`config.mk`:
```
export PLATFORM = sky130hd
export DESIGN_NAME = obstacle_manager_flat
export DESIGN_NICKNAME = d
export VERILOG_FILES = /design/src/rtl/obstacle_manager_if.sv /design/src/rtl/obstacle_manager.sv /design/src/flat_wrapper.sv
export SDC_FILE = /design/constraint.sdc
export NUM_CORES = 1
export LEC_CHECK = 0
export BUFFER_PORTS_ARGS = -buffer_cell sky130_fd_sc_hd__buf_4
export CAP_MARGIN = 15
export CORE_ASPECT_RATIO = 1.5
export CORE_MARGIN = 1.5
export CORE_UTILIZATION = 45
export DETAILED_ROUTE_END_ITERATION = 7
export HOLD_SLACK_MARGIN = 0.05
export PLACE_DENSITY = 0.68
export SLEW_MARGIN = 20
export SYNTH_ARGS = -nofsm -noshare
export SYNTH_HDL_FRONTEND = slang
export SYNTH_SLANG_ARGS = --single-unit
```
`constraint.sdc`:
```
create_clock -name clk -period 5.4 [get_ports clk]
set_input_delay 0.54 -clock clk [delete_from_list [all_inputs] [get_ports clk]]
set_output_delay 0.54 -clock clk [all_outputs]
set_load 0.01 [all_outputs]
```
`src/rtl/obstacle_manager_if.sv`:
```
`default_nettype none
// ============================================================================
// Module   : obstacle_manager_if
// Purpose  : Game-control / obstacle-state bundle for obstacle_manager.
//            master = game controller side, slave = obstacle_manager side.
// Signals  : game_start  - one-cycle restart pulse (master -> slave)
//            game_frozen - level, suppresses all ticks (master -> slave)
//            game_tick   - one-cycle 60 Hz motion pulse (master -> slave)
//            rng         - free-running random byte (master -> slave)
//            obs_pos     - packed slot x-positions, W bits per slot
//            obs_type    - packed slot sprite types, 3 bits per slot
//            obs_active  - per-slot active flag
//            speed       - current pixels-per-tick
// Revision : 1.0 - initial release
// ============================================================================
interface obstacle_manager_if #(
  parameter int NUM_SLOTS = 2,
  parameter int W         = 8
);
  logic                   game_start;
  logic                   game_frozen;
  logic                   game_tick;
  logic [7:0]             rng;
  logic [NUM_SLOTS*W-1:0] obs_pos;
  logic [NUM_SLOTS*3-1:0] obs_type;
  logic [NUM_SLOTS-1:0]   obs_active;
  logic [2:0]             speed;

  modport master (
    output game_start, game_frozen, game_tick, rng,
    input  obs_pos, obs_type, obs_active, speed
  );

  modport slave (
    input  game_start, game_frozen, game_tick, rng,
    output obs_pos, obs_type, obs_active, speed
  );
endinterface
`default_nettype wire

```
`src/rtl/obstacle_manager.sv`:
```
`default_nettype none
// ============================================================================
// Module   : obstacle_manager
// Purpose  : Manages NUM_SLOTS scrolling obstacles: spawns at SPAWN_X with a
//            random gap, moves active slots left by speed on every unfrozen
//            tick, retires slots that leave the screen, and ramps speed.
// Ports    : clk - clock
//            rst - asynchronous active-high reset
//            bus - obstacle_manager_if.slave (game controls in, obstacle
//                  state out; all outputs come straight from registers)
// Revision : 1.0 - initial release
// ============================================================================
module obstacle_manager #(
  parameter int NUM_SLOTS  = 2,
  parameter int CONV       = 2,
  parameter int SPAWN_X    = 159,
  parameter int MIN_GAP    = 40,
  parameter int SPEED_MAX  = 4,
  parameter int RAMP_TICKS = 600
) (
  input  logic               clk,
  input  logic               rst,
  obstacle_manager_if.slave  bus
);
  localparam int W  = 10 - CONV;
  localparam int RW = (RAMP_TICKS > 1) ? $clog2(RAMP_TICKS) : 1;

  localparam logic [W-1:0]  c_spawn_x   = SPAWN_X[W-1:0];
  localparam logic [10:0]   c_spawn_x11 = SPAWN_X[10:0];
  localparam logic [9:0]    c_min_gap   = MIN_GAP[9:0];
  localparam logic [2:0]    c_speed_max = SPEED_MAX[2:0];
  localparam logic [RW-1:0] c_ramp_last = RW'(RAMP_TICKS - 1);

  logic [W-1:0]  r_pos  [NUM_SLOTS];
  logic [2:0]    r_type [NUM_SLOTS];
  logic          r_act  [NUM_SLOTS];
  logic [2:0]    r_speed;
  logic [RW-1:0] r_ramp;
  logic [9:0]    r_gap;

  logic                 w_adv;
  logic [NUM_SLOTS-1:0] w_active;
  logic [NUM_SLOTS-1:0] w_spawn_sel;
  logic [W-1:0]         w_max_pos;
  logic                 w_spawn_ok;

  // Only an unfrozen tick without a coincident restart moves anything.
  assign w_adv = bus.game_tick & ~bus.game_frozen & ~bus.game_start;

  // Spawn decision looks at pre-advance state only, so a slot retiring on
  // this advance is still seen as active and cannot be reused until the next.
  always_comb begin
    w_max_pos = '0;
    for (int i = 0; i < NUM_SLOTS; i++) begin
      w_active[i] = r_act[i];
      if (r_act[i] && (r_pos[i] > w_max_pos)) begin
        w_max_pos = r_pos[i];
      end
    end
  end

  // Lowest clear bit of w_active; all-zero when every slot is busy, which
  // defers the spawn to a later advance without overwriting anything.
  assign w_spawn_sel = ~w_active & (w_active + 1'b1);

  // max_pos + gap <= SPAWN_X, widened so a large gap cannot underflow.
  assign w_spawn_ok = (w_active == '0) ||
                      ((11'(w_max_pos) + 11'(r_gap)) <= c_spawn_x11);

  generate
    for (genvar i = 0; i < NUM_SLOTS; i++) begin : g_slot
      always_ff @(posedge clk or posedge rst) begin
        if (rst) begin
          r_act[i]  <= 1'b0;
          r_pos[i]  <= c_spawn_x;
          r_type[i] <= 3'd0;
        end else if (bus.game_start) begin
          r_act[i]  <= 1'b0;
          r_pos[i]  <= c_spawn_x;
        end else if (w_adv) begin
          if (w_spawn_sel[i] && w_spawn_ok) begin
            // Fresh spawn stays at SPAWN_X for this advance.
            r_act[i]  <= 1'b1;
            r_pos[i]  <= c_spawn_x;
            r_type[i] <= bus.rng[7:5];
          end else if (r_act[i]) begin
            if (r_pos[i] < W'(r_speed)) begin
              r_act[i] <= 1'b0;
              r_pos[i] <= c_spawn_x;
            end else begin
              r_pos[i] <= r_pos[i] - W'(r_speed);
            end
          end
        end
      end

      assign bus.obs_pos[i*W +: W]  = r_pos[i];
      assign bus.obs_type[i*3 +: 3] = r_type[i];
    end
  endgenerate

  // Speed ramp and spawn gap. Motion above uses the pre-advance speed, so a
  // speed increment is first applied on the following advance.
  always_ff @(posedge clk or posedge rst) begin
    if (rst) begin
      r_speed <= 3'd1;
      r_ramp  <= '0;
      r_gap   <= c_min_gap;
    end else if (bus.game_start) begin
      r_speed <= 3'd1;
      r_ramp  <= '0;
      r_gap   <= c_min_gap;
    end else if (w_adv) begin
      if (r_ramp == c_ramp_last) begin
        r_ramp <= '0;
        if (r_speed < c_speed_max) begin
          r_speed <= r_speed + 3'd1;
        end
      end else begin
        r_ramp <= r_ramp + 1'b1;
      end
      if (w_spawn_ok && (w_spawn_sel != '0)) begin
        r_gap <= c_min_gap + 10'(bus.rng[4:0]);
      end
    end
  end

  assign bus.obs_active = w_active;
  assign bus.speed      = r_speed;
endmodule
`default_nettype wire

```
`src/flat_wrapper.sv`:
```
// flat-port wrapper written by rule: the top's interface ports become plain ports
module obstacle_manager_flat 
#(
  parameter int NUM_SLOTS  = 2,
  parameter int CONV       = 2,
  parameter int SPAWN_X    = 159,
  parameter int MIN_GAP    = 40,
  parameter int SPEED_MAX  = 4,
  parameter int RAMP_TICKS = 600
)
  (clk, rst, bus_game_start, bus_game_frozen, bus_game_tick, bus_rng, bus_obs_pos, bus_obs_type, bus_obs_active, bus_speed);
  obstacle_manager_if #(.NUM_SLOTS(NUM_SLOTS), .W((8))) bus_i ();
  input  logic clk;
  input  logic rst;
  input wire logic [$bits(bus_i.game_start)-1:0] bus_game_start;
  input wire logic [$bits(bus_i.game_frozen)-1:0] bus_game_frozen;
  input wire logic [$bits(bus_i.game_tick)-1:0] bus_game_tick;
  input wire logic [$bits(bus_i.rng)-1:0] bus_rng;
  output wire logic [$bits(bus_i.obs_pos)-1:0] bus_obs_pos;
  output wire logic [$bits(bus_i.obs_type)-1:0] bus_obs_type;
  output wire logic [$bits(bus_i.obs_active)-1:0] bus_obs_active;
  output wire logic [$bits(bus_i.speed)-1:0] bus_speed;
  assign bus_i.game_start = bus_game_start;
  assign bus_i.game_frozen = bus_game_frozen;
  assign bus_i.game_tick = bus_game_tick;
  assign bus_i.rng = bus_rng;
  assign bus_obs_pos = bus_i.obs_pos;
  assign bus_obs_type = bus_i.obs_type;
  assign bus_obs_active = bus_i.obs_active;
  assign bus_speed = bus_i.speed;
  obstacle_manager #(.NUM_SLOTS(NUM_SLOTS), .CONV(CONV), .SPAWN_X(SPAWN_X), .MIN_GAP(MIN_GAP), .SPEED_MAX(SPEED_MAX), .RAMP_TICKS(RAMP_TICKS)) u_core (.clk(clk), .rst(rst), .bus(bus_i));
endmodule
```
==> results_dict.tcl <==
set metrics [dict create \
    grt_pass1_wl_mm 14.4 \
    ir_drop_mv 0.210 \
    ys_types 70 \
    crit_buf_inv 3 \
    antenna_found_initial 0 \
    firstDrtPassIters 4 \
    vias_per_cell 5.90 \
    rsz0062_at_grt "false" \
    layoutNonFillerInstCount 503 \
    worstReg2RegStart "u_core.bus.obs_active[0]" \
    cts_repair_resize_count 0 \
    clk_pin_slew_ns 0.09 \
    layout_common_cells "buf_4, nand2_1, dfrtp_1" \
    placed_cells 495 \
    yosys_warnings 0 \
    crit_type "flop to flop" \
    final_util_pct 52.8 \
    fmax_mhz 206 \
    synth_nets 410 \
    clock-sinks 44 \
    die_x_um 73.1 \
    switching_power_mw 0.229 \
    power.internal_mw 0.523 \
    start_util_pct 46.2 \
    cp.arrival_ns 5.05 \
    wirelength_mm 8.64 \
    hold_path_class "input pin to asynchronous set/reset pin" \
    grt-ovfl-total 0 \
    tightest_slew_ns 0.711 \
    cp-start-kind "flop" \
    cp_cell_sequence "inv_1 > nor2_1 > ha_1 > and4_1 > a21oi_1 > a22oi_1 > buf_4 > o21ai_0 > ha_1 > inv_1 > fa_1 > nor2b_1 > o211a_1 > o211ai_2 > o221ai_2 > nor3_4 > nor2_4 > o211a_1 > mux2_1" \
    combPwrFrac_pct 21.5 \
    dpl.hpwl_mm 6.62 \
    setup_viol 0 \
    drv_cap 0 \
    postRouteAntennaNets 0 \
    design_area_mm2 0.00379 \
    postCtsSetupBuffers 0 \
    crit_start "u_core.bus.obs_active[0]" \
    async_flop_share_pct 100 \
    slew_headroom_pct 52.6 \
    synth-edff-count 0 \
    cts_tree "done" \
    clock_skew_ns 0.0114 \
    synth.yosys.seq_area_share_pct 33.7 \
    cp_top_family "compound AO/OA/AOI/OAI gates" \
    power_frac_seq_pct 49.0 \
    dieArea_mm2 0.00791 \
    switching_share_pct 30.5 \
    synth_area_mm2 0.00332 \
    syn_inst 368 \
    synth_seq_cells 44 \
    period_minus_slack_ns 4.87 \
    tns_ns 0 \
    ctsRootBufferMaster "clkbuf_8" \
    drc 0 \
    dr.first_iter.drc_count 216 \
    place_area_mm2 0.00369 \
    via_count 2969 \
    cts_made_buffers 5 \
    grt_pass1_vias 2909 \
    drive_gt1_share_pct 21.3 \
    cts_buffer_depth 2 \
    final_common_cell "buf_4" \
    whs_ns 0.354 \
    die_y_um 108 \
    powerDensity_mw_per_mm2 198 \
    finalCritPeriodShare_pct 90.1 \
    nets 444 \
    status "finished clean" \
    grt_max_degree 45 \
    track_usage_pct 23.5 \
    io_pins 40 \
    cp_max_fo 19 \
    hold_viol 0 \
    worst_path_largest_cell_delay_ns 0.73 \
    io_buffers 39 \
    finalMaxSlewViolations 0 \
    cp-end-kind "flop" \
    power.leakage_nw 1.66 \
    cp.required_ns 5.59 \
    synth_flop_cell "dfrtp_1" \
    avgSynthCellArea_um2 9.02 \
    gp_congestion 1.03 \
    htree_levels 2 \
    core_area_mm2 0.00718 \
    area_growth_pct 14.3 \
    rows 38 \
    diodes 0 \
    clk_latency_ns 0.31 \
    slowest_stage "dfrtp_1" \
    avgRoutedWirePerCell_um 17.2 \
    ctsHoldBuffers 0 \
    power.share.clock_pct 29.5 \
]
[Yosys cell counts (3+ instances only)]
library cell	instances	share of area [%]
a21o_1	5	1.1
a22oi_1	5	1.1
mux2i_1	3	0.91
ha_1	26	9.8
a21oi_1	19	2.9
inv_1	23	2.6
nand3_1	22	3.3
dfstp_2	15	12
or3_1	3	0.57
nor3_1	10	1.5
and4_1	5	1.3
xnor2_1	3	0.79
o31ai_1	3	0.68
and3_1	8	1.5
o211ai_1	3	0.68
a311o_1	4	1.2
nor2b_1	7	1.3
nand4_1	3	0.57
fa_1	3	1.8
clkbuf_1	13	1.5
dfrtp_1	29	22
nor2_1	19	2.1
o21ai_0	26	3.9
o41ai_1	3	0.79
o31ai_2	3	1.1
mux2_1	6	2.0
a31oi_1	6	1.1
nand2b_1	4	0.75
nand2_1	37	4.2
[registers in the layout, indices dropped and copies added (netlist names)]
name,cells
u_core.r_gap,7
u_core.bus.obs_active,2
u_core.bus.obs_type,6
u_core.bus.obs_pos,16
u_core.r_ramp,10
u_core.bus.speed,3
[final cells by class]
class | count | area [um2]
fillers | 690 | 3390
clock inverters | 1 | 7.51
flip-flops and latches | 44 | 1120
clock buffers | 7 | 86.3
inverters | 24 | 90.1
well taps | 100 | 125
multi-input cells | 285 | 2050
repair buffers | 42 | 315
[stage by stage]
stage	power, mW	worst slack [ns]
after floorplan	0.478	0.386
after global placement	0.532	0.795
after detailed placement	0.535	0.607
after CTS	0.762	0.569
after global routing	0.793	0.0763
final	0.752	0.535
[path summary, 6_finish.rpt]
kind                                          end  slack [ns]  cells after the start
min in group clk           u_core.bus.obs_type[4]        0.45                      2
setup / recovery           u_core.bus.obs_type[2]        0.53                     19
hold reg to reg                  u_core.r_ramp[9]        0.48                      1
max in group asynchronous   u_core.bus.obs_pos[0]        4.65                      3
setup reg to reg           u_core.bus.obs_type[2]        0.53                     19
hold / removal                u_core.bus.speed[1]        0.35                      3
[power groups by stage]
stage / combinational [mW] / sequential (mW) / clock [mW]
finish: 0.161 / 0.369 / 0.222
global route: 0.180 / 0.372 / 0.241
CTS: 0.162 / 0.369 / 0.231
detailed placement: 0.161 / 0.374 / 0
global placement: 0.158 / 0.374 / 0
floorplan: 0.104 / 0.374 / 0
[per-layer routing]
layer	up-vias	share of wire (%)	wire [um]	track usage [%]
met5	-	0	0	0
met4	0	3.3	288	11.6
met3	20	3.6	313	3.26
met2	80	51	4410	39.6
met1	1428	42	3630	28.7
li1	1441	-	-	-
[cell families after synthesis]
logic type	after synthesis	synth area share, %
compound gates	107	23.6
xor+xnor	5	1.32
fa+ha+maj	29	11.6
buf+inv	39	4.64
flops	44	33.7
mux	9	2.94
simple gates	135	22.2
[worst min-delay path: stages]
cell and delay [ns]:
buf_4 0.11, clkinv_1 0.03, buf_4 0.44
(Power assumes the default switching activity.)
